==> src/rtl/mem_hs_ctl_pkg.sv <==
// Shared types and default widths for the four-phase handshake memory controller.
package mem_hs_ctl_pkg;

  localparam int unsigned DefDataW = 8;
  localparam int unsigned DefAddrW = 4;
  localparam int unsigned DefToCyc = 16;
  localparam int unsigned DefCntW  = 8;

  typedef enum logic [3:0] {
    StIdle  = 4'd0,
    StWStb  = 4'd1,
    StWRel  = 4'd2,
    StWAck  = 4'd3,
    StRStb  = 4'd4,
    StRAck  = 4'd5,
    StRDout = 4'd6,
    StRDrel = 4'd7,
    StRRel  = 4'd8
  } state_e;

endpackage

==> src/rtl/mem_hs_ctl_if.sv <==
// Host and memory handshake bundle; master = controller view, slave = host/memory view.
interface mem_hs_ctl_if import mem_hs_ctl_pkg::*; #(
  parameter int unsigned DATA_W = DefDataW,
  parameter int unsigned ADDR_W = DefAddrW,
  parameter int unsigned CNT_W  = DefCntW
);
  logic              wen;
  logic              din_valid;
  logic [ADDR_W-1:0] addr;
  logic [DATA_W-1:0] din;
  logic              din_ack;
  logic [DATA_W-1:0] dout;
  logic              dout_valid;
  logic              dout_ack;
  logic              write;
  logic              read;
  logic [ADDR_W-1:0] mem_addr;
  logic [DATA_W-1:0] mem_wdata;
  logic [DATA_W-1:0] mem_rdata;
  logic              mem_done;
  logic              busy;
  logic              err;
  logic [CNT_W-1:0]  xfer_cnt;

  modport master (
    input  wen, din_valid, addr, din, dout_ack, mem_rdata, mem_done,
    output din_ack, dout, dout_valid, write, read, mem_addr, mem_wdata, busy, err, xfer_cnt
  );

  modport slave (
    output wen, din_valid, addr, din, dout_ack, mem_rdata, mem_done,
    input  din_ack, dout, dout_valid, write, read, mem_addr, mem_wdata, busy, err, xfer_cnt
  );
endinterface

==> src/rtl/mem_hs_timer.sv <==
// Down-counter that reloads to Cycles-1 on load_i and flags expiry when it reaches zero.
module mem_hs_timer #(
  parameter int unsigned Cycles = 16
) (
  input  logic clk_i,
  input  logic rst_ni,
  input  logic load_i,
  input  logic en_i,
  output logic expire_o
);
  localparam int unsigned CntW = (Cycles > 1) ? $clog2(Cycles) : 1;
  localparam logic [CntW-1:0] LoadVal = CntW'(Cycles - 1);

  logic [CntW-1:0] cnt_d, cnt_q;

  always_comb begin
    cnt_d = cnt_q;
    if (load_i) begin
      cnt_d = LoadVal;
    end else if (en_i && (cnt_q != '0)) begin
      cnt_d = cnt_q - CntW'(1);
    end
  end

  always_ff @(posedge clk_i or negedge rst_ni) begin
    if (!rst_ni) cnt_q <= LoadVal;
    else         cnt_q <= cnt_d;
  end

  assign expire_o = (cnt_q == '0);
endmodule

==> src/rtl/mem_hs_ctl.sv <==
// Four-phase host <-> synchronous-handshake memory controller with a transfer counter.
// Define MEM_HS_CTL_TIMEOUT_EN to add memory-side timeout detection and recovery.
module mem_hs_ctl import mem_hs_ctl_pkg::*; #(
  parameter int unsigned DATA_W = DefDataW,
  parameter int unsigned ADDR_W = DefAddrW,
`ifdef MEM_HS_CTL_TIMEOUT_EN
  parameter int unsigned TO_CYC = DefToCyc,
`endif
  parameter int unsigned CNT_W  = DefCntW
) (
  input logic           clk,
  input logic           rst,
  mem_hs_ctl_if.master  bus
);
  state_e            state_d, state_q;
  logic              write_d, write_q, read_d, read_q;
  logic              din_ack_d, din_ack_q, dout_valid_d, dout_valid_q;
  logic              err_d, err_q, busy_q, tmo;
  logic [DATA_W-1:0] dout_d, dout_q, mem_wdata_d, mem_wdata_q;
  logic [ADDR_W-1:0] mem_addr_d, mem_addr_q;
  logic [CNT_W-1:0]  cnt_d, cnt_q;

`ifdef MEM_HS_CTL_TIMEOUT_EN
  mem_hs_timer #(
    .Cycles (TO_CYC)
  ) u_timer (
    .clk_i    (clk),
    .rst_ni   (rst),
    .load_i   (state_d != state_q),
    .en_i     (busy_q),
    .expire_o (tmo)
  );
`else
  assign tmo = 1'b0;
`endif

  always_ff @(posedge clk or negedge rst) begin
    if (!rst) state_q <= StIdle;
    else      state_q <= state_d;
  end

  always_comb begin
    state_d = state_q;
    unique case (state_q)
      StIdle:  if (bus.din_valid) state_d = bus.wen ? StWStb : StRStb;
      StWStb:  if (bus.mem_done) state_d = StWRel;
               else if (tmo)     state_d = StWAck;
      StWRel:  if (!bus.mem_done || tmo) state_d = StWAck;
      StWAck:  if (!bus.din_valid) state_d = StIdle;
      StRStb:  if (bus.mem_done || tmo) state_d = StRAck;
      StRAck:  if (!bus.din_valid) state_d = StRDout;
      StRDout: if (bus.dout_ack) state_d = StRDrel;
      StRDrel: if (!bus.dout_ack) state_d = StRRel;
      StRRel:  if (!bus.mem_done || tmo) state_d = StIdle;
      default: state_d = StIdle;
    endcase
  end

  // A real mem_done edge always takes priority over an expiry in the same cycle.
  always_comb begin
    write_d      = write_q;
    read_d       = read_q;
    din_ack_d    = din_ack_q;
    dout_valid_d = dout_valid_q;
    dout_d       = dout_q;
    mem_addr_d   = mem_addr_q;
    mem_wdata_d  = mem_wdata_q;
    err_d        = err_q;
    cnt_d        = cnt_q;
    unique case (state_q)
      StIdle: if (bus.din_valid) begin
        mem_addr_d  = bus.addr;
        mem_wdata_d = bus.din;
        err_d       = 1'b0;
        write_d     = bus.wen;
        read_d      = ~bus.wen;
      end
      StWStb: if (bus.mem_done) begin
        write_d = 1'b0;
      end else if (tmo) begin
        write_d   = 1'b0;
        err_d     = 1'b1;
        din_ack_d = 1'b1;
      end
      StWRel: if (!bus.mem_done) begin
        din_ack_d = 1'b1;
      end else if (tmo) begin
        err_d     = 1'b1;
        din_ack_d = 1'b1;
      end
      StWAck: if (!bus.din_valid) begin
        din_ack_d = 1'b0;
        if (!err_q) cnt_d = cnt_q + CNT_W'(1);
      end
      StRStb: if (bus.mem_done) begin
        dout_d    = bus.mem_rdata;
        din_ack_d = 1'b1;
      end else if (tmo) begin
        dout_d    = '0;
        din_ack_d = 1'b1;
        read_d    = 1'b0;
        err_d     = 1'b1;
      end
      StRAck: if (!bus.din_valid) begin
        din_ack_d    = 1'b0;
        dout_valid_d = 1'b1;
      end
      StRDout: if (bus.dout_ack) dout_valid_d = 1'b0;
      StRDrel: if (!bus.dout_ack) read_d = 1'b0;
      StRRel: if (!bus.mem_done) begin
        if (!err_q) cnt_d = cnt_q + CNT_W'(1);
      end else if (tmo) begin
        err_d = 1'b1;
      end
      default: ;
    endcase
  end

  always_ff @(posedge clk or negedge rst) begin
    if (!rst) begin
      write_q      <= 1'b0;
      read_q       <= 1'b0;
      din_ack_q    <= 1'b0;
      dout_valid_q <= 1'b0;
      dout_q       <= '0;
      mem_addr_q   <= '0;
      mem_wdata_q  <= '0;
      err_q        <= 1'b0;
      cnt_q        <= '0;
      busy_q       <= 1'b0;
    end else begin
      write_q      <= write_d;
      read_q       <= read_d;
      din_ack_q    <= din_ack_d;
      dout_valid_q <= dout_valid_d;
      dout_q       <= dout_d;
      mem_addr_q   <= mem_addr_d;
      mem_wdata_q  <= mem_wdata_d;
      err_q        <= err_d;
      cnt_q        <= cnt_d;
      busy_q       <= (state_d != StIdle);
    end
  end

  assign bus.write      = write_q;
  assign bus.read       = read_q;
  assign bus.din_ack    = din_ack_q;
  assign bus.dout_valid = dout_valid_q;
  assign bus.dout       = dout_q;
  assign bus.mem_addr   = mem_addr_q;
  assign bus.mem_wdata  = mem_wdata_q;
  assign bus.err        = err_q;
  assign bus.xfer_cnt   = cnt_q;
  assign bus.busy       = busy_q;
endmodule

==> src/flat_wrapper.sv <==
// flat-port wrapper written by rule: the top's interface ports become plain ports
module mem_hs_ctl_flat import mem_hs_ctl_pkg::*;
#(
  parameter int unsigned DATA_W = DefDataW,
  parameter int unsigned ADDR_W = DefAddrW,

  parameter int unsigned CNT_W  = DefCntW
)
  (clk, rst, bus_wen, bus_din_valid, bus_addr, bus_din, bus_dout_ack, bus_mem_rdata, bus_mem_done, bus_din_ack, bus_dout, bus_dout_valid, bus_write, bus_read, bus_mem_addr, bus_mem_wdata, bus_busy, bus_err, bus_xfer_cnt);
  mem_hs_ctl_if #(.DATA_W(DATA_W), .ADDR_W(ADDR_W), .CNT_W(CNT_W)) bus_i ();
  input logic clk;
  input logic rst;
  input wire logic [$bits(bus_i.wen)-1:0] bus_wen;
  input wire logic [$bits(bus_i.din_valid)-1:0] bus_din_valid;
  input wire logic [$bits(bus_i.addr)-1:0] bus_addr;
  input wire logic [$bits(bus_i.din)-1:0] bus_din;
  input wire logic [$bits(bus_i.dout_ack)-1:0] bus_dout_ack;
  input wire logic [$bits(bus_i.mem_rdata)-1:0] bus_mem_rdata;
  input wire logic [$bits(bus_i.mem_done)-1:0] bus_mem_done;
  output wire logic [$bits(bus_i.din_ack)-1:0] bus_din_ack;
  output wire logic [$bits(bus_i.dout)-1:0] bus_dout;
  output wire logic [$bits(bus_i.dout_valid)-1:0] bus_dout_valid;
  output wire logic [$bits(bus_i.write)-1:0] bus_write;
  output wire logic [$bits(bus_i.read)-1:0] bus_read;
  output wire logic [$bits(bus_i.mem_addr)-1:0] bus_mem_addr;
  output wire logic [$bits(bus_i.mem_wdata)-1:0] bus_mem_wdata;
  output wire logic [$bits(bus_i.busy)-1:0] bus_busy;
  output wire logic [$bits(bus_i.err)-1:0] bus_err;
  output wire logic [$bits(bus_i.xfer_cnt)-1:0] bus_xfer_cnt;
  assign bus_i.wen = bus_wen;
  assign bus_i.din_valid = bus_din_valid;
  assign bus_i.addr = bus_addr;
  assign bus_i.din = bus_din;
  assign bus_i.dout_ack = bus_dout_ack;
  assign bus_i.mem_rdata = bus_mem_rdata;
  assign bus_i.mem_done = bus_mem_done;
  assign bus_din_ack = bus_i.din_ack;
  assign bus_dout = bus_i.dout;
  assign bus_dout_valid = bus_i.dout_valid;
  assign bus_write = bus_i.write;
  assign bus_read = bus_i.read;
  assign bus_mem_addr = bus_i.mem_addr;
  assign bus_mem_wdata = bus_i.mem_wdata;
  assign bus_busy = bus_i.busy;
  assign bus_err = bus_i.err;
  assign bus_xfer_cnt = bus_i.xfer_cnt;
  mem_hs_ctl #(.DATA_W(DATA_W), .ADDR_W(ADDR_W), .CNT_W(CNT_W)) u_core (.clk(clk), .rst(rst), .bus(bus_i));
endmodule
==> config.mk <==
export PLATFORM = sky130hd
export DESIGN_NAME = mem_hs_ctl_flat
export DESIGN_NICKNAME = d
export VERILOG_FILES = /design/src/rtl/mem_hs_ctl_pkg.sv /design/src/rtl/mem_hs_ctl_if.sv /design/src/rtl/mem_hs_timer.sv /design/src/rtl/mem_hs_ctl.sv /design/src/flat_wrapper.sv
export SDC_FILE = /design/constraint.sdc
export NUM_CORES = 1
export LEC_CHECK = 0
export CAP_MARGIN = 20
export CELL_PAD_IN_SITES_DETAIL_PLACEMENT = 1
export CELL_PAD_IN_SITES_GLOBAL_PLACEMENT = 1
export CORE_ASPECT_RATIO = 1.75
export CORE_MARGIN = 5
export CORE_UTILIZATION = 33
export DETAILED_ROUTE_END_ITERATION = 6
export PLACE_DENSITY = 0.8
export RECOVER_POWER = 25
export SETUP_SLACK_MARGIN = 0.05
export SLEW_MARGIN = 30
export SYNTH_ARGS = -nofsm -noshare
export SYNTH_HDL_FRONTEND = slang
export SYNTH_SLANG_ARGS = --single-unit
export TNS_END_PERCENT = 10
==> constraint.sdc <==
create_clock -name clk -period 1.74 [get_ports clk]
set_input_delay 0.348 -clock clk [delete_from_list [all_inputs] [get_ports clk]]
set_output_delay 0.348 -clock clk [all_outputs]
set_load 0.01 [all_outputs]
==> reports/summary.json, run 1 <==
{
  "wl_met2": {"value": 2780, "unit": "um"},
  "count_of_nets_left_with_antenna_violations_after_detail_routing": {"value": 0},
  "drt-pass1-iter-count": {"value": 4},
  "run_status": {"value": "finished clean"},
  "fp-row-count": {"value": 34},
  "timing.final.hold_violations": {"value": 0},
  "period_minus_slack": {"value": 1660, "unit": "ps"},
  "gp_congestion": {"value": 0.904},
  "cts-buffers-inserted": {"value": 5},
  "crit_arrival": {"value": 1310, "unit": "ps"},
  "setup_violations": {"value": 0},
  "chipWidth": {"value": 64.5, "unit": "um"},
  "die_h": {"value": 105, "unit": "um"},
  "ys_types": {"value": 41},
  "netlist.area_leader.share": {"value": 0.539},
  "post_dp_cell_area": {"value": 0.00242, "unit": "mm2"},
  "routed_wire_length_per_instance": {"value": 16.4, "unit": "um"},
  "synth.area.top_cells": {"value": "dfrtp_1 (54%), nand2_1 (10%), mux2_2 (5.2%), xor2_1 (2.5%), nor2b_1 (2.2%)"},
  "cellLeakagePower": {"value": 1.17, "unit": "nW"},
  "proportion_of_synthesized_chip_area_in_sequential_cells": {"value": 0.539},
  "fill_cells": {"value": 565},
  "drv_slew": {"value": 0},
  "syn_nets": {"value": 194},
  "grt_pass1_wl": {"value": 7980, "unit": "um"},
  "average_size_of_a_mapped_cell": {"value": 10.3, "unit": "um2"},
  "met1_routed_wirelength_after_detailed_routing": {"value": 1710, "unit": "um"},
  "pin_count_of_the_biggest_net_entering_global_routing": {"value": 23},
  "n_antenna_cell": {"value": 0},
  "hold_path_class": {"value": "reg2reg"},
  "grt_overflow_total": {"value": 0},
  "cpMaxStageDelayCell": {"value": "clkdlybuf4s50_1"},
  "cts_sinks": {"value": 37},
  "final.setup.tns": {"value": 0, "unit": "ps"},
  "seq_area": {"value": 927, "unit": "um2"},
  "clock_tree.root_cell": {"value": "clkbuf_8"},
  "dr.max_layer_used": {"value": "met4"},
  "final_area": {"value": 0.00254, "unit": "mm2"},
  "totalWireLength": {"value": 4800, "unit": "um"},
  "timing.critical_path.from_type": {"value": "flop"},
  "worst_ep_required_time": {"value": 1390, "unit": "ps"},
  "postCtsSetupBuffers": {"value": 0},
  "synth_cell_area": {"value": 0.00172, "unit": "mm2"},
  "finalCritPeriodShare": {"value": 0.956},
  "clockBufferDepth": {"value": 2},
  "netlist.top_cell.by_area": {"value": "dfrtp_1"},
  "io_pins": {"value": 60},
  "power.ir.vdd_worst": {"value": 0.607, "unit": "mV"},
  "setup.worst_path.class": {"value": "reg2out"},
  "relSlewSlack": {"value": 0.338},
  "cts_max_level": {"value": 2},
  "synthesis.instances": {"value": 167},
  "power_density": {"value": 1630, "unit": "mW/mm2"},
  "drv.max_cap_violation_count": {"value": 0},
  "multiInputGateArea": {"value": 736, "unit": "um2"},
  "detail_route.iter0.violations": {"value": 34},
  "via_count_of_the_first_global_routing_pass": {"value": 1608},
  "via_to_cell_ratio": {"value": 5.04},
  "globalRouteTotalUtil": {"value": 0.150},
  "num_vias": {"value": 1476},
  "floorplan.die_area": {"value": 0.00681, "unit": "mm2"},
  "worstMarginPinSlew": {"value": 993, "unit": "ps"},
  "timing.critical_path.slowest_cell_delay": {"value": 590, "unit": "ps"},
  "clock_skew": {"value": 6.08, "unit": "ps"},
  "nNetsFinal": {"value": 266},
  "fin_cells": {"value": 293},
  "met3_length": {"value": 224, "unit": "um"},
  "portBuffers": {"value": 58},
  "fp.coreArea": {"value": 0.00502, "unit": "mm2"},
  "rsz0062_at_grt": {"value": "yes"},
  "whs": {"value": 477, "unit": "ps"},
  "initial_util": {"value": 0.342},
  "layout-drive-gt1-share": {"value": 0.163},
  "drt_drc_violations_left": {"value": 0},
  "clk-insertion-delay-late": {"value": 280, "unit": "ps"},
  "crit_path_end_kind": {"value": "output pin"},
  "place.detailed.instances": {"value": 285},
  "maxClockFrequency": {"value": 0.601, "unit": "GHz"},
  "synth.ff_latch_count": {"value": 37},
  "dp_hpwl": {"value": 3740, "unit": "um"},
  "synth_to_layout_area_growth": {"value": 47.8, "unit": "%"},
  "path_clk_slew": {"value": 70, "unit": "ps"},
  "cts_tree": {"value": "done"},
  "power_total": {"value": 0.00413, "unit": "W"},
  "cpLargestDelayFamily": {"value": "buffers and inverters"},
  "critical_path.max_fanout": {"value": 4},
  "cp_cell_sequence": {"value": "clkdlybuf4s50_1"},
  "worstPathBufferInverterCount": {"value": 1},
  "count_of_yosys_warnings_during_synthesis": {"value": 0},
  "antenna_found_initial": {"value": 0}
}
==> final timing paths <==
kind	startpoint	endpoint	slack, ps	cells after the start
max	u_core.bus.xfer_cnt[0]	bus_xfer_cnt[0]	80	1
min	u_core.bus.mem_addr[0]	u_core.bus.mem_addr[0]	480	2
max reg2reg	u_core.state_q[1]	u_core.bus.busy	130	5
min reg2reg	u_core.bus.mem_addr[0]	u_core.bus.mem_addr[0]	480	2
max in group asynchronous	rst	u_core.state_q[1]	340	3
min in group asynchronous	rst	u_core.bus.xfer_cnt[3]	740	2
==> stage by stage <==
| stage | setup slack [ps] | util |
|---|---|---|
| after floorplan | 265 | - |
| after global placement | -210 | 0.483 |
| after detailed placement | -259 | 0.483 |
| after CTS | 47.0 | 0.505 |
| after global routing | 35.1 | 0.506 |
| final | 77.4 | 0.506 |
==> registers in the layout (all words and copies together), names as in the netlist <==
name                   cells
u_core.bus.xfer_cnt        8
u_core.bus.write           1
u_core.bus.dout_valid      1
u_core.bus.mem_addr        4
u_core.bus.read            1
u_core.state_q             4
u_core.bus.din_ack         1
u_core.bus.mem_wdata       8
u_core.bus.dout            8
u_core.bus.busy            1
==> cells in the final DEF (no fill, tap or decap), types with 2 or more instances in the layout <==
cell             instances
nand3_1                  3
nor2_1                   8
nand2_1                 48
clkdlybuf4s50_1         56
nor2b_1                  5
mux2_2                   8
o21ai_0                  7
clkbuf_8                 5
inv_1                    3
nor3_1                   3
nand2b_1                 3
buf_4                   12
dfrtp_1                 36
a21oi_1                  3
xnor2_1                  2
xor2_1                   5
==> cell families after synthesis <==
family	synth area share
xor+xnor	0.0357
fa+ha+maj	0.00728
buf+inv	0.0342
flops	0.539
compound gates	0.0721
mux	0.0583
other cells	0.00218
simple gates	0.251
==> cells in the mapped netlist (all sizes together) <==
cell	instances
a21oi	3
a221oi	1
a31o	1
a31oi	1
a41o	1
and2	1
and3b	1
and4bb	1
buf	6
clkbuf	1
conb	1
dfrtp	37
ha	1
inv	3
mux2	8
mux2i	1
nand2	48
nand2b	3
nand3	3
nand3b	2
nor2	8
nor2b	6
nor3	3
nor3b	1
nor4	1
nor4b	2
o2111ai	1
o211ai	1
o21a	1
o21ai	8
o31ai	1
or2	1
or2b	1
or3	1
xnor2	2
xor2	5
==> timing repair <==
item / in CTS / in global routing
hold endpoints to repair: 15 / 0
cloned: 0 / 0
hold buffers: 1 / 0
setup endpoints to repair: 2 / 13
resized for setup: 1 / 2
==> report_power, final <==
group,switching [W],internal (W),total (W)
combinational,0.000848,0.00108,0.00193
clock,0.000292,0.000416,0.000708
sequential,0.000278,0.00121,0.00149
total,0.00142,0.00271,0.00413
==> layout make-up <==
type	instances	share of cell area
clock buffers	5	0.0271
multi-input cells	120	0.290
repair buffers	72	0.273
flip-flops and latches	37	0.365
clock inverters	2	0.0138
inverters	3	0.00444
well taps	54	0.0266
==> layer usage <==
layer,up-vias,GRT usage
li1,699,-
met1,730,0.156
met2,38,0.284
met3,9,0.0373
met4,0,0.0530
met5,-,0
Power figures use the tool's default switching activity.
==> inputs of run 2 (changes only) <==
==> constraint.sdc (replaced) <==
create_clock -name clk -period 1.74 [get_ports clk]
set_input_delay 0.348 -clock clk [delete_from_list [all_inputs] [get_ports clk]]
set_output_delay 0.348 -clock clk [all_outputs]
set_load 0.1 [all_outputs]
==> run 2 against run 1 <==
Net effect: final cell count grew 2.7%; routed wire length is 4.4% higher; hold slack got worse by 210 ps; die area stayed put.
==> reports/summary.json, run 2 (same netlist as run 1, synthesis figures left out) <==
{
  "placement.setup.worst_slack": {"value": -232, "unit": "ps"},
  "n_antenna_cell": {"value": 0},
  "drv_slew": {"value": 0},
  "hold_path_class": {"value": "in2async"},
  "drv.max_cap_violation_count": {"value": 0},
  "layout_setup_ws": {"value": 143, "unit": "ps"},
  "clk-insertion-delay-late": {"value": 300, "unit": "ps"},
  "clock_skew": {"value": 8.98, "unit": "ps"},
  "synth_to_layout_area_growth": {"value": 71.4, "unit": "%"},
  "cts_max_level": {"value": 2},
  "count_of_nets_left_with_antenna_violations_after_detail_routing": {"value": 0},
  "worstMarginPinSlew": {"value": 1180, "unit": "ps"},
  "worst_setup_path_startpoint": {"value": "u_core.state_q[1]"},
  "via_to_cell_ratio": {"value": 4.90},
  "layout-drive-gt1-share": {"value": 0.336},
  "path_clk_slew": {"value": 80, "unit": "ps"},
  "globalRouteTotalUtil": {"value": 0.158},
  "postCtsHoldBufs": {"value": 0},
  "layout_common_cells": {"value": "nand2_1 (48), buf_12 (34), dfrtp_1 (34), clkdlybuf4s50_1 (24), buf_4 (18)"},
  "antenna_found_initial": {"value": 0},
  "dp_hpwl": {"value": 4050, "unit": "um"},
  "setup.reg_to_reg.worst_slack": {"value": 140, "unit": "ps"},
  "cts_sinks": {"value": 37},
  "portBuffers": {"value": 58},
  "whs": {"value": 267, "unit": "ps"},
  "grt_pass1_wl": {"value": 8330, "unit": "um"},
  "fp.coreArea": {"value": 0.00502, "unit": "mm2"},
  "num_vias": {"value": 1476},
  "cpMaxStageDelayCell": {"value": "dfrtp_2"},
  "clockBufferDepth": {"value": 2},
  "crit_path_end_kind": {"value": "flop"},
  "cts-buffers-inserted": {"value": 5},
  "maxClockFrequency": {"value": 0.626, "unit": "GHz"},
  "worst_r2r_startpoint": {"value": "u_core.state_q[1]"},
  "cts_tree": {"value": "done"},
  "gp_congestion": {"value": 0.870},
  "via_count_of_the_first_global_routing_pass": {"value": 1638},
  "setup_violations": {"value": 0},
  "timing.critical_path.from_type": {"value": "flop"},
  "period_minus_slack": {"value": 1600, "unit": "ps"},
  "drt-pass1-iter-count": {"value": 4},
  "drt_drc_violations_left": {"value": 0},
  "io_pins": {"value": 60},
  "chipWidth": {"value": 64.5, "unit": "um"},
  "timing.final.hold_violations": {"value": 0},
  "relSlewSlack": {"value": 0.216},
  "totalWireLength": {"value": 5010, "unit": "um"},
  "pin_count_of_the_biggest_net_entering_global_routing": {"value": 23},
  "die_h": {"value": 105, "unit": "um"},
  "fill_cells": {"value": 513},
  "worstPathBufferInverterCount": {"value": 1},
  "initial_util": {"value": 0.342},
  "fp-row-count": {"value": 34},
  "r2r.worst_path.cells": {"value": 5},
  "setup.worst_path.class": {"value": "reg2reg"},
  "routed_wire_length_per_instance": {"value": 16.6, "unit": "um"},
  "detail_route.iter0.violations": {"value": 32},
  "cp_cell_sequence": {"value": "buf_4 -> or2_2 -> nor4b_1 -> a221oi_2 -> o2111ai_1"},
  "grt_overflow_total": {"value": 0},
  "clock_tree.root_cell": {"value": "clkbuf_8"},
  "floorplan.die_area": {"value": 0.00681, "unit": "mm2"},
  "crit_arrival": {"value": 1810, "unit": "ps"},
  "nNetsFinal": {"value": 273},
  "run_status": {"value": "finished clean"},
  "finalCritPeriodShare": {"value": 0.918},
  "rsz0062_at_grt": {"value": "no"},
  "timing.critical_path.slowest_cell_delay": {"value": 460, "unit": "ps"},
  "worst_ep_required_time": {"value": 1950, "unit": "ps"},
  "cpLargestDelayFamily": {"value": "simple AND/OR/NAND/NOR gates"},
  "worst_r2r_endpoint": {"value": "u_core.bus.busy"},
  "layout_commonest_cell": {"value": "nand2_1"},
  "critical_path.max_fanout": {"value": 5}
}
[run 2: cell count changes in the layout (fill, tap and decap cells not counted), moves of 2 or more]
cell             change
buf_12              +33
buf_4                +6
clkdlybuf4s50_1     -32
dfrtp_1              -2
dfrtp_2              +2
[run 2: final cells by class]
cell class | count | area [um2] | share of cell area
clock buffer | 6 | 82.6 | 0.0280
timing repair buffer | 79 | 1070 | 0.365
multi-input combinational | 120 | 742 | 0.252
clock inverter | 2 | 37.5 | 0.0127
sequential | 37 | 930 | 0.316
inverter | 3 | 11.3 | 0.00382
tap | 54 | 67.6 | 0.0229
[run 2: timing repair]
action | in CTS | in global routing
endpoints found under the setup margin | 1 | 3
setup buffers | 0 | 3
resized for setup | 1 | 3
pin swaps | 0 | 1
[run 2: worst max path at each step]
stage	to	slack (ps)	cells past startpoint
3_5_place_dp	u_core.bus.busy	-230	5
2_1_floorplan	u_core.bus.xfer_cnt[7]	20	3
6_report	u_core.bus.busy	140	5
4_1_cts	u_core.state_q[2]	80	5
3_3_place_gp	u_core.bus.busy	-170	5
5_1_grt	u_core.bus.busy	60	5
[run 2: metal layers]
layer | global-route usage | share of wire
met5 | 0 | 0
met4 | 0.0605 | 0.018
met3 | 0.0437 | 0.044
met2 | 0.293 | 0.60
met1 | 0.165 | 0.34
[run 2: metrics by stage]
stage | instance area (um2) | util | cells | setup TNS (ps)
finish | 2950 | 0.587 | 301 | 0
global route | 2950 | 0.587 | 301 | 0
CTS | 2910 | 0.579 | 298 | 0
detailed placement | 2780 | 0.554 | 290 | -2830
global placement | 2780 | 0.554 | 290 | -2180
floorplan | 1720 | - | 167 | 0
Power of run 2 is left out: the tool's default activity adds up to more than one toggle a clock period on the data nets, which glitch-free logic cannot reach.
==> inputs of run 3 (changes only) <==
--- a/config.mk
+++ b/config.mk
@@ -12,7 +12,7 @@
 export CORE_MARGIN = 5
 export CORE_UTILIZATION = 33
 export DETAILED_ROUTE_END_ITERATION = 6
-export PLACE_DENSITY = 0.8
+export PLACE_DENSITY_LB_ADDON = 0.08
 export RECOVER_POWER = 25
 export SETUP_SLACK_MARGIN = 0.05
 export SLEW_MARGIN = 30
==> run 3 against run 2 <==
Net effect: via count is 0.68% lower; sequential share of layout area is 1.1 points higher; critical path depth stayed put; largest cell class unchanged; highest routed layer unchanged; sequential cell count stayed put; global-route usage is 0.23 points higher; register-to-register slack better by 20 ps; critical endpoint is now u_core.bus.dout[6].
==> reports/summary.json, run 3 (same netlist as run 1, synthesis figures left out) <==
{
  "timing.critical_path.slowest_cell_delay": {"value": 540, "unit": "ps"},
  "relSlewSlack": {"value": 0.106},
  "crit_path_end_kind": {"value": "flop"},
  "layout-drive-gt1-share": {"value": 0.324},
  "chipWidth": {"value": 64.5, "unit": "um"},
  "detail_route.iter0.violations": {"value": 65},
  "grt_pass1_wl": {"value": 8390, "unit": "um"},
  "layout_setup_ws": {"value": 96.0, "unit": "ps"},
  "rsz0062_at_grt": {"value": "yes"},
  "clk-insertion-delay-late": {"value": 280, "unit": "ps"},
  "portBuffers": {"value": 58},
  "num_vias": {"value": 1466},
  "routed_wire_length_per_instance": {"value": 17.2, "unit": "um"},
  "worstPathBufferInverterCount": {"value": 2},
  "cts_max_level": {"value": 2},
  "die_h": {"value": 105, "unit": "um"},
  "layout_common_cells": {"value": "nand2_1 (48), buf_12 (33), dfrtp_1 (32), clkdlybuf4s50_1 (24), buf_4 (13)"},
  "crit_arrival": {"value": 1810, "unit": "ps"},
  "drv.max_cap_violation_count": {"value": 0},
  "grt_overflow_total": {"value": 0},
  "drt_drc_violations_left": {"value": 0},
  "cpLargestDelayFamily": {"value": "buffers and inverters"},
  "totalWireLength": {"value": 5080, "unit": "um"},
  "fp.coreArea": {"value": 0.00502, "unit": "mm2"},
  "timing.critical_path.from_type": {"value": "primary input"},
  "clock_skew": {"value": 6.32, "unit": "ps"},
  "critical_path.max_fanout": {"value": 8},
  "clockBufferDepth": {"value": 2},
  "hold_path_class": {"value": "in2async"},
  "finalCritPeriodShare": {"value": 0.945},
  "nNetsFinal": {"value": 267},
  "cts_tree": {"value": "done"},
  "cts-buffers-inserted": {"value": 5},
  "n_antenna_cell": {"value": 0},
  "cp_cell_sequence": {"value": "clkdlybuf4s50_1 -> nor2b_1 -> buf_4 -> nand3b_2 -> mux2_2"},
  "count_of_nets_left_with_antenna_violations_after_detail_routing": {"value": 0},
  "drt-pass1-iter-count": {"value": 3},
  "worstMarginPinSlew": {"value": 1340, "unit": "ps"},
  "setup.worst_path.class": {"value": "in2reg"},
  "via_to_cell_ratio": {"value": 4.97},
  "drv_slew": {"value": 0},
  "timing.final.hold_violations": {"value": 0},
  "worst_ep_required_time": {"value": 1900, "unit": "ps"},
  "setup_violations": {"value": 0},
  "dp_hpwl": {"value": 4130, "unit": "um"},
  "io_pins": {"value": 60},
  "run_status": {"value": "finished clean"},
  "via_count_of_the_first_global_routing_pass": {"value": 1670},
  "fp-row-count": {"value": 34},
  "layout_commonest_cell": {"value": "nand2_1"},
  "pin_count_of_the_biggest_net_entering_global_routing": {"value": 26},
  "antenna_found_initial": {"value": 0},
  "floorplan.die_area": {"value": 0.00681, "unit": "mm2"},
  "clock_tree.root_cell": {"value": "clkbuf_8"},
  "globalRouteTotalUtil": {"value": 0.160},
  "initial_util": {"value": 0.342},
  "placement.setup.worst_slack": {"value": -207, "unit": "ps"},
  "gp_congestion": {"value": 0.765},
  "period_minus_slack": {"value": 1640, "unit": "ps"},
  "maxClockFrequency": {"value": 0.608, "unit": "GHz"},
  "cpMaxStageDelayCell": {"value": "clkdlybuf4s50_1"},
  "cts_sinks": {"value": 37},
  "path_clk_slew": {"value": 70, "unit": "ps"},
  "synth_to_layout_area_growth": {"value": 66.0, "unit": "%"}
}
[run 3: cell count changes in the layout (fill, tap and decap cells not counted)]
cell        change
buf_4           -5
clkinv_2        +2
dfrtp_1         -2
dfrtp_2         +2
buf_12          -1
bufinv_16       -1
clkbuf_2        +1
clkbuf_8        -1
clkinvlp_4      -1
nor2b_1         +1
nor2b_2         -1
[run 3: metrics by stage]
stage | instances | area [um2] | TNS, ps | util | hold WS, ps
6_report | 295 | 2850 | 0 | 0.568 | 345
5_1_grt | 295 | 2850 | 0 | 0.568 | 478
4_1_cts | 293 | 2830 | 0 | 0.563 | 59.5
3_5_place_dp | 285 | 2740 | -2370 | 0.547 | 380
3_3_place_gp | 285 | 2740 | -1630 | 0.547 | 363
2_1_floorplan | 167 | 1720 | 0 | - | 52.4
[run 3: final timing paths]
| kind | depth (start not counted) | start | slack, ps | to |
|---|---|---|---|---|
| worst max register to register | 4 | u_core.state_q[1] | 160 | u_core.bus.xfer_cnt[7] |
| worst min-delay path | 1 | rst | 340 | u_core.bus.din_ack |
| worst max-delay path | 5 | bus_mem_done | 100 | u_core.bus.dout[6] |
| min in group clk | 2 | u_core.bus.mem_wdata[4] | 550 | u_core.bus.mem_wdata[4] |
| max in group asynchronous | 2 | rst | 370 | u_core.state_q[0] |
| worst min register to register | 2 | u_core.bus.mem_wdata[4] | 550 | u_core.bus.mem_wdata[4] |
[run 3: area by class of cell]
cell class | instances | area [um2]
fill | 524 | 2170
timing repair buffer | 73 | 1020
sequential | 37 | 932
multi-input combinational | 120 | 739
clock buffer | 6 | 72.6
tap | 54 | 67.6
inverter | 3 | 11.3
clock inverter | 2 | 10.0
[run 3: worst register-to-register path: cells and delay by family, from the launching register on]
family | cells | cell delay, ps
AOI/OAI and AO/OA | 1 | 170
xor gates and xnor gates | 1 | 180
DFF | 1 | 470
and+or+nand+nor | 2 | 680
[run 3: routing by layer]
layer,vias up,global-route usage,share of wire
met4,0,0.0590,0.014
li1,694,-,-
met1,733,0.164,0.35
met3,6,0.0447,0.045
met5,-,0,0
met2,33,0.302,0.59
[run 3: what timing repair did]
item	4_1_cts	5_1_grt
setup endpoints to repair	0	12
setup buffers	0	2
gates resized for setup	0	5
hold buffers	0	0
Power of run 3 is left out for the same reason.
